[src/rtl/coprocessor_sequencer_if.sv]
// Control handshake between the coprocessor sequencer and the datapath
// blocks (image_processing, RAMProc, zoom_controller, vga_controller).
interface coprocessor_sequencer_if;
  logic [1:0] ALGORITHM;
  logic       PROC_START;
  logic       PROC_DONE;
  logic       RAM_WREN;
  logic       ZOOM_REQUESTED;
  logic       FRAME_VALID;
  logic       BUSY;
  logic       ERROR;

  modport master (
    output ALGORITHM, PROC_START, RAM_WREN, ZOOM_REQUESTED, FRAME_VALID, BUSY, ERROR,
    input  PROC_DONE
  );

  modport slave (
    input  ALGORITHM, PROC_START, RAM_WREN, ZOOM_REQUESTED, FRAME_VALID, BUSY, ERROR,
    output PROC_DONE
  );
endinterface

[src/rtl/coprocessor_sequencer.sv]
// Coprocessor control FSM: debounced RUN/SELECT buttons, one processing pass,
// write-enable gating and frame display. Optional watchdog: COPROCESSOR_SEQUENCER_WATCHDOG_EN.
module coprocessor_sequencer_debounce #(
  parameter int DEBOUNCE_CYCLES = 250000
) (
  input  logic CLK,
  input  logic RESET,
  input  logic btn,
  output logic press
);
  localparam int CW = $clog2(DEBOUNCE_CYCLES + 1);

  logic [1:0]    sync;
  logic          deb;
  logic [CW-1:0] cnt;

  always_ff @(posedge CLK or negedge RESET) begin
    if (!RESET) begin
      sync  <= 2'b11;
      deb   <= 1'b1;
      cnt   <= '0;
      press <= 1'b0;
    end else begin
      sync  <= {sync[0], btn};
      press <= 1'b0;
      if (sync[1] == deb) begin
        cnt <= '0;
      end else if (cnt == CW'(DEBOUNCE_CYCLES - 1)) begin
        // deb==1 here means a 1->0 transition, i.e. a press
        deb   <= sync[1];
        cnt   <= '0;
        press <= deb;
      end else begin
        cnt <= cnt + 1'b1;
      end
    end
  end
endmodule

module coprocessor_sequencer #(
  parameter int DEBOUNCE_CYCLES = 250000,
  parameter int FLUSH_CYCLES    = 4,
  parameter int WATCHDOG_CYCLES = 2000000
) (
  input  logic                    CLK,
  input  logic                    RESET,
  input  logic                    RUN,
  input  logic                    ALGORITHM_SELECTOR,
  coprocessor_sequencer_if.master bus
);
  localparam int NUM_BTN = 2;
  localparam int FW      = $clog2(FLUSH_CYCLES + 1);

  typedef enum logic [2:0] {IDLE, ARM, RUNNING, FLUSH, SHOW, ERROR_HALT} state_t;

  typedef struct packed {
    logic start;
    logic wren;
    logic zoom;
    logic fv;
    logic busy;
    logic err;
  } seq_out_t;

  logic [NUM_BTN-1:0] btn_raw, press;
  logic               run_ev, sel_ev;

  assign btn_raw = {ALGORITHM_SELECTOR, RUN};
  assign run_ev  = press[0];
  assign sel_ev  = press[1];

  for (genvar i = 0; i < NUM_BTN; i++) begin : g_btn
    coprocessor_sequencer_debounce #(.DEBOUNCE_CYCLES(DEBOUNCE_CYCLES)) u_db (
      .CLK   (CLK),
      .RESET (RESET),
      .btn   (btn_raw[i]),
      .press (press[i])
    );
  end

  state_t        state, state_n;
  logic [1:0]    algo, algo_n;
  logic [FW-1:0] fcnt, fcnt_n;
  seq_out_t      out_q, out_n;

`ifdef COPROCESSOR_SEQUENCER_WATCHDOG_EN
  localparam int WW = $clog2(WATCHDOG_CYCLES + 1);
  logic [WW-1:0] wdog;

  // Cleared whenever not running, so it starts at 0 on every RUNNING entry
  always_ff @(posedge CLK or negedge RESET) begin
    if (!RESET)                 wdog <= '0;
    else if (state != RUNNING)  wdog <= '0;
    else                        wdog <= wdog + 1'b1;
  end
`endif

  always_comb begin
    state_n = state;
    algo_n  = algo;
    fcnt_n  = fcnt;
    case (state)
      IDLE: begin
        if (sel_ev)      algo_n  = algo + 2'd1;
        else if (run_ev) state_n = ARM;
      end
      ARM: state_n = RUNNING;
      RUNNING: begin
        if (bus.PROC_DONE) begin
          state_n = FLUSH;
          fcnt_n  = '0;
        end
`ifdef COPROCESSOR_SEQUENCER_WATCHDOG_EN
        else if (wdog == WW'(WATCHDOG_CYCLES - 1)) state_n = ERROR_HALT;
`endif
      end
      FLUSH: begin
        if (fcnt == FW'(FLUSH_CYCLES - 1)) state_n = SHOW;
        else                               fcnt_n  = fcnt + 1'b1;
      end
      SHOW: begin
        if (sel_ev) begin
          algo_n  = algo + 2'd1;
          state_n = IDLE;
        end else if (run_ev) begin
          state_n = ARM;
        end
      end
      ERROR_HALT: if (run_ev) state_n = IDLE;
      default:    state_n = IDLE;
    endcase

    // Outputs are a registered decode of the next state
    out_n = '0;
    case (state_n)
      ARM: begin
        out_n.start = 1'b1;
        out_n.wren  = 1'b1;
        out_n.busy  = 1'b1;
      end
      RUNNING, FLUSH: begin
        out_n.wren = 1'b1;
        out_n.busy = 1'b1;
      end
      SHOW: begin
        out_n.fv   = 1'b1;
        out_n.zoom = 1'b1;
      end
`ifdef COPROCESSOR_SEQUENCER_WATCHDOG_EN
      ERROR_HALT: out_n.err = 1'b1;
`endif
      default: ;
    endcase
  end

  always_ff @(posedge CLK or negedge RESET) begin
    if (!RESET) begin
      state <= IDLE;
      algo  <= 2'd0;
      fcnt  <= '0;
      out_q <= '0;
    end else begin
      state <= state_n;
      algo  <= algo_n;
      fcnt  <= fcnt_n;
      out_q <= out_n;
    end
  end

  assign bus.ALGORITHM      = algo;
  assign bus.PROC_START     = out_q.start;
  assign bus.RAM_WREN       = out_q.wren;
  assign bus.ZOOM_REQUESTED = out_q.zoom;
  assign bus.FRAME_VALID    = out_q.fv;
  assign bus.BUSY           = out_q.busy;
  assign bus.ERROR          = out_q.err;
endmodule

[src/flat_wrapper.sv]
// flat-port wrapper written by rule: the top's interface ports become plain ports
module coprocessor_sequencer_flat 
#(
  parameter int DEBOUNCE_CYCLES = 250000,
  parameter int FLUSH_CYCLES    = 4,
  parameter int WATCHDOG_CYCLES = 2000000
)
  (CLK, RESET, RUN, ALGORITHM_SELECTOR, bus_ALGORITHM, bus_PROC_START, bus_RAM_WREN, bus_ZOOM_REQUESTED, bus_FRAME_VALID, bus_BUSY, bus_ERROR, bus_PROC_DONE);
  coprocessor_sequencer_if bus_i ();
  input  logic CLK;
  input  logic RESET;
  input  logic RUN;
  input  logic ALGORITHM_SELECTOR;
  output wire logic [$bits(bus_i.ALGORITHM)-1:0] bus_ALGORITHM;
  output wire logic [$bits(bus_i.PROC_START)-1:0] bus_PROC_START;
  output wire logic [$bits(bus_i.RAM_WREN)-1:0] bus_RAM_WREN;
  output wire logic [$bits(bus_i.ZOOM_REQUESTED)-1:0] bus_ZOOM_REQUESTED;
  output wire logic [$bits(bus_i.FRAME_VALID)-1:0] bus_FRAME_VALID;
  output wire logic [$bits(bus_i.BUSY)-1:0] bus_BUSY;
  output wire logic [$bits(bus_i.ERROR)-1:0] bus_ERROR;
  input wire logic [$bits(bus_i.PROC_DONE)-1:0] bus_PROC_DONE;
  assign bus_ALGORITHM = bus_i.ALGORITHM;
  assign bus_PROC_START = bus_i.PROC_START;
  assign bus_RAM_WREN = bus_i.RAM_WREN;
  assign bus_ZOOM_REQUESTED = bus_i.ZOOM_REQUESTED;
  assign bus_FRAME_VALID = bus_i.FRAME_VALID;
  assign bus_BUSY = bus_i.BUSY;
  assign bus_ERROR = bus_i.ERROR;
  assign bus_i.PROC_DONE = bus_PROC_DONE;
  coprocessor_sequencer #(.DEBOUNCE_CYCLES(DEBOUNCE_CYCLES), .FLUSH_CYCLES(FLUSH_CYCLES), .WATCHDOG_CYCLES(WATCHDOG_CYCLES)) u_core (.CLK(CLK), .RESET(RESET), .RUN(RUN), .ALGORITHM_SELECTOR(ALGORITHM_SELECTOR), .bus(bus_i));
endmodule
[config.mk]
export PLATFORM = sky130hd
export DESIGN_NAME = coprocessor_sequencer_flat
export DESIGN_NICKNAME = d
export VERILOG_FILES = /design/src/rtl/coprocessor_sequencer_if.sv /design/src/rtl/coprocessor_sequencer.sv /design/src/flat_wrapper.sv
export SDC_FILE = /design/constraint.sdc
export NUM_CORES = 1
export LEC_CHECK = 0
export CAP_MARGIN = 20
export CORE_MARGIN = 2
export CORE_UTILIZATION = 26
export DETAILED_ROUTE_END_ITERATION = 10
export PLACE_DENSITY = 0.51
export SYNTH_ARGS = -nofsm -noshare
export SYNTH_HDL_FRONTEND = slang
export SYNTH_HIERARCHICAL = 1
export SYNTH_SLANG_ARGS = --single-unit
[constraint.sdc]
create_clock -name CLK -period 3.9 [get_ports CLK]
set_clock_uncertainty 0.1 [all_clocks]
set_input_delay 0.78 -clock CLK [delete_from_list [all_inputs] [get_ports CLK]]
set_output_delay 0.78 -clock CLK [all_outputs]
set_load 0.005 [all_outputs]
* After elaboration in Yosys (flattened, before gate mapping)
Cells that the tools add are included.
** Word-level totals
- Bits in registers :: 56
- Input bits :: 5
- Output and inout port bits :: 8
- Word-level logic and storage cells :: 66
** Operators by class
- $add $sub $neg :: 4
- Equality and inequality tests :: 16
- Mux-type cells :: 21
- Bitwise gates (word level) :: 2
- Reductions and logical operators :: 8
** Operator list (number)
- $mux 18 :: 4
- $add 18x1->18 const B :: 2
- $eq 18x18->1 const B :: 2
- $mux 3 :: 8
- $pmux 3 s6 :: 1
- $eq 3x2->1 const B :: 5
- $eq 3x3->1 const B :: 3
- $eq 3x1->1 const B :: 2
- $mux 1 :: 6
- $pmux 3 s2 :: 1
- $reduce_and 2->1 :: 3
- $ne 2x2->1 const B :: 2
- $add 3x1->3 const B :: 1
- $logic_not 3->1 :: 1
- $reduce_and 3->1 :: 1
- $reduce_or 3->1 :: 1
- $add 2x1->2 const B :: 1
- $eq 1x1->1 :: 2
- $mux 2 :: 1
- $not 1->1 :: 2
- $reduce_bool 2->1 :: 1
- $reduce_or 2->1 :: 1

* Longest topological paths before layout
- Depth after elaboration :: 6
- Gate-level depth with buffers :: 5
- Depth with buffers taken out :: 5

* Modules after synthesis
The synthesis kept the hierarchy.
** By module, submodules not included
- coprocessor_sequencer_debounce :: times used 2, cells each 100, area each 1059.8 sq um, sequential area each 554.3 sq um
- coprocessor_sequencer :: times used 1, cells each 50, area each 559.3 sq um, sequential area each 275.3 sq um

* Least setup slack after synthesis
No wires, ideal clock.
- Path type :: flip-flop to flip-flop
- Start point :: register u_core.g_btn[0].u_db.cnt[0]
- End point :: register u_core.g_btn[0].u_db.deb
- Library setup time :: 0.082 ns
- Arrival :: 1.760 ns
- Required time :: 3.718 ns
- Slack :: 1.957 ns
- Cell stages (with the launch flop) :: 5
- Buffers on the path :: 0
- Period minus slack after synthesis :: 1.943 ns
- Cells stage by stage :: dfrtp_1 -> ha_1 -> nand4_1 -> or4_4 -> mux2_4
** Between the ends
- Word-level cells in the longest chain between the ends :: 2
** RTL lines
- from (decl) :: RTL line coprocessor_sequencer.sv:15 : logic [CW-1:0] cnt;
- from (signal assigned) :: RTL line coprocessor_sequencer.sv:34 : cnt <= cnt + 1'b1;
- $eq 18x18->1 :: RTL line coprocessor_sequencer.sv:28 : end else if (cnt == CW'(DEBOUNCE_CYCLES - 1)) begin
- $reduce_and 2->1 (no source line)
- to (signal assigned) :: RTL line coprocessor_sequencer.sv:30 : deb <= sync[1];
- to (decl) :: RTL line coprocessor_sequencer.sv:14 : logic deb;
No other way between the ends.
A chain may end at the register's enable or synchronous reset.

* Worst setup path in the final report
- Start point :: register u_core.g_btn[0].u_db.cnt[0]
- End point :: register u_core.g_btn[0].u_db.cnt[10]
** Between the ends
- Word-level cells in the longest chain between the ends :: 3
- Elaborated cells on any way between the ends :: 4
- Classes of those cells :: 1 x add/sub; 1 x eq/ne; 2 x mux
** RTL lines
- $add 18x1->18 or $eq 18x18->1 (tied branches) :: RTL line coprocessor_sequencer.sv:34, coprocessor_sequencer.sv:28
- $mux 18 (*) :: RTL line coprocessor_sequencer.sv:28
- $mux 18 (*) :: RTL line coprocessor_sequencer.sv:26 : if (sync[1] == deb) begin
Mark *: on every way between the ends. The rest lies on a longest branch, timed or not.

==> metrics <==
last weighted congestion value of the routability-driven placer 0.786; total placed instance area 2910 µm²; maximum ir drop on the vdd rail 179 µV; number of failing setup endpoints in the final timing report 0; global router's overall resource usage ~9.2%; portion of netlist area occupied by mux cells roughly 1.9%; Via Count approximately 1.8k; Leak 1.18 nW; outcome completed; Net count, final 270; critical path peak fanout 17; minimum clock period 2.39 ns; number of clock buffers inserted by TritonCTS 5; Total Neg Setup Slack 0 ns; dominant cell type by area after synthesis dfrtp_1; vias in the first global route approximately 1.8k; sequential share of the synthesized area 51.7%; Worst R2R Start u_core/g_btn[0].u_db/cnt[0]; simple-gate share of the synthesized area 25.2%; synthesized net count 259; delay of the slowest cell on the worst path ~1 ns; pre-CTS setup slack 1.49 ns; buffers from clock root to sink, at most 2; TritonCTS sink count 55; Root Buffer Master clkbuf_8; synthesis-to-finish area growth 11.7%; post-route cell area ~3000 µm²; endpoint of the most critical register-to-register path u_core/g_btn[0].u_db/cnt[10]; leading post-synthesis cells by cell area dfrtp_1 46%, xnor2_1 7.2%, dfstp_2 5.9%; Relative slew margins 36.4%; Reg2Reg Depth 4; Resized cells post-CTS 0; Slowest-stage cell, CP o41ai_4; synthesized instance count 250; dominant delay contributor by cell family on the critical path compound AO/OA/AOI/OAI gates; final worst-path setup slack 1.51 ns; Post-Syn Area about 2700 µm²; Die Ht 106 µm; placeable core area 10200 µm²; achievable frequency between 0.4 and 0.5 GHz; count of flip-flops with a built-in enable after synthesis 0; final antenna diode count 0; ANT nets after route 0; largest family of logic cells by synthesized area simple AND/OR/NAND/NOR gates; global route overflow 0; Hold/Removal Path Class reg -> reg; number of DRC violations after detailed-routing iteration 0 between 60 and 70; number of detailed-routing iterations run before antenna repair 4; category of the most critical setup path reg -> reg; critical-path cell list ha_1 > nand4_1 > o41ai_4 > nor2_1; most common flop cell mapped by yosys dfrtp_1; H-tree Lvls 2; detailed-route vias per instance about 4.5; clock latency on the worst-skew pair ~0.30 ns; data arrival time of the worst path 2.45 ns; count of cell types in the netlist 41; Final Max Slew Viols 0; cell row count 37; mean instance size in the synthesized netlist 10.7 µm²; global-route wire length before repair 8600 µm; hpwl dp 3210 µm; required time of the critical path 3.96 ns; post-CTS setup repair buffer count 0; xor/xnor cell area share of the yosys netlist about a tenth; worst-case register-to-register setup slack roughly 1.5 ns; WP buf/inv 0; Yosys top cell area share a little under half; number of synthesized register bits 55; number of design rule violations left after detail routing 0; complex-gate fraction of the synthesized area between 5 and 6%; Slew @ Worst Pin 0.950 ns; routed length per placed instance 11.7 µm; RSZ-0062 raised after global routing no; Crit. End Element flop; Die Area 11100 µm²; IO Pins 13; port bufs 11; worst min-delay path endpoint u_core/g_btn[0].u_db/sync[1]; post-route clock period utilization 61.3%; worst hold stages 0; total wire length 4650 µm; initial antenna violation count 0; PD cells around 390 nW/µm²; share of layout cells above drive strength 1 11.5%; number of buffers inserted by hold repair at cts 0; startpoint class of the critical path flop; TritonCTS clock tree done; Die Span X between 100 and 150 µm; largest net degree at the start of global routing 38; asr flop ratio synth 100%; clock transition at the register clock pins on the worst setup and hold paths after CTS 0.10 ns; final hold viol count 0; Max Cap Viol 0; hold path start u_core/g_btn[0].u_db/sync[0]; adder and majority gate portion of the synthesized area 1.87%; number of warnings printed during yosys synthesis 6; initial core utilization 26.3%
-- cell usage in the layout (no fill, tap or decap), drive strengths merged, types with 3 or more instances in the layout --
master          n
dfrtp          49
nor2           36
xnor2          22
nand2          15
nand3          15
nand4          12
nor4           12
clkdlybuf4s50  10
xor2           10
inv             7
dfstp           6
o21ai           6
or4             6
clkbuf          5
a21oi           5
nand2b          4
ha              4
nor3            4
and3            4
and4            3
-- worst max path at each step --
stage / startpoint / endpoint / depth (start not counted) / slack, ns
after CTS: u_core/g_btn[0].u_db/cnt[0] / u_core/g_btn[0].u_db/cnt[10] / 4 / 1.47
after global placement: u_core/g_btn[0].u_db/cnt[0] / u_core/g_btn[0].u_db/cnt[2] / 4 / 1.49
after detailed placement: u_core/g_btn[0].u_db/cnt[0] / u_core/g_btn[0].u_db/cnt[6] / 4 / 1.49
after global routing: u_core/g_btn[0].u_db/cnt[0] / u_core/g_btn[0].u_db/cnt[4] / 4 / 1.24
final: u_core/g_btn[0].u_db/cnt[0] / u_core/g_btn[0].u_db/cnt[10] / 4 / 1.51
after floorplan: u_core/g_btn[0].u_db/cnt[0] / u_core/g_btn[0].u_db/deb / 4 / 1.96
-- flip-flops by register name, summed over array words and instances (netlist names) --
| register | flops |
|---|---|
| u_core/g_btn.u_db/cnt | 36 |
| u_core/bus.BUSY | 1 |
| u_core/g_btn.u_db/press | 2 |
| u_core/g_btn.u_db/deb | 2 |
| u_core/bus.ALGORITHM | 2 |
| u_core/bus.PROC_START | 1 |
| u_core/fcnt | 3 |
| u_core/bus.FRAME_VALID | 1 |
| u_core/g_btn.u_db/sync | 4 |
| u_core/state | 3 |
-- Yosys cell counts, drive strengths merged, types with 2 or more instances --
cell    count
xor2       10
nor4b       2
ha          4
dfstp       6
o41ai       2
nand2      15
nor3        4
mux2        2
a31oi       2
nand2b      4
and3        4
xnor2      22
nand3      15
and4        3
nor3b       2
nor4       12
nor2       36
buf         6
dfrtp      49
nor2b       2
nand4      12
or3         2
inv         6
or4         6
o21ai       6
mux2i       2
clkbuf      2
a21oi       5
-- where the power goes --
part / switching, mW / leakage, nW / internal, mW / total [mW]
registers: 0.0486 / 0.728 / 0.610 / 0.659
clock network: 0.186 / 0.0483 / 0.127 / 0.313
logic: 0.0908 / 0.403 / 0.0934 / 0.184
total: 0.325 / 1.18 / 0.831 / 1.16
-- through the flow --
step | instances | power, mW | hold slack [ns] | util, %
4_1_cts | 398 | 1.18 | 0.262 | 29.4
3_3_place_gp | 390 | 0.854 | 0.250 | 28.5
3_5_place_dp | 390 | 0.856 | 0.251 | 28.5
6_report | 398 | 1.16 | 0.260 | 29.4
2_1_floorplan | 250 | 0.809 | 0.245 | -
5_1_grt | 398 | 1.23 | 0.259 | 29.4
-- final cells by class --
| cell class | instances | area [µm²] |
|---|---|---|
| clock inverters | 3 | 18.8 |
| flip-flops and latches | 55 | 1380 |
| inverters | 6 | 22.5 |
| repair buffers | 12 | 113 |
| fillers | 1078 | 7190 |
| well taps | 136 | 170 |
| multi-input cells | 181 | 1220 |
| clock buffers | 5 | 68.8 |
-- kinds of logic (layout without fill, tap and decap cells) --
family,count (synthesis),in the layout
AND/OR/NAND/NOR,121,121
flip-flops,55,55
XOR/XNOR,32,32
AO/OA/AOI/OAI,19,19
buffers and inverters,14,26
adder cells (fa/ha/maj),4,4
multiplexers,4,4
other,1,1
-- layer usage --
| metal | track usage (%) | up-vias | part of all wire, % |
|---|---|---|---|
| met5 | 0 | - | 0 |
| met4 | 1.41 | 0 | 0.19 |
| met3 | 2.04 | 2 | 3.2 |
| met2 | 14.3 | 27 | 45 |
| met1 | 13.4 | 854 | 51 |
| li1 | - | 902 | - |
(Power assumes the default switching activity.)
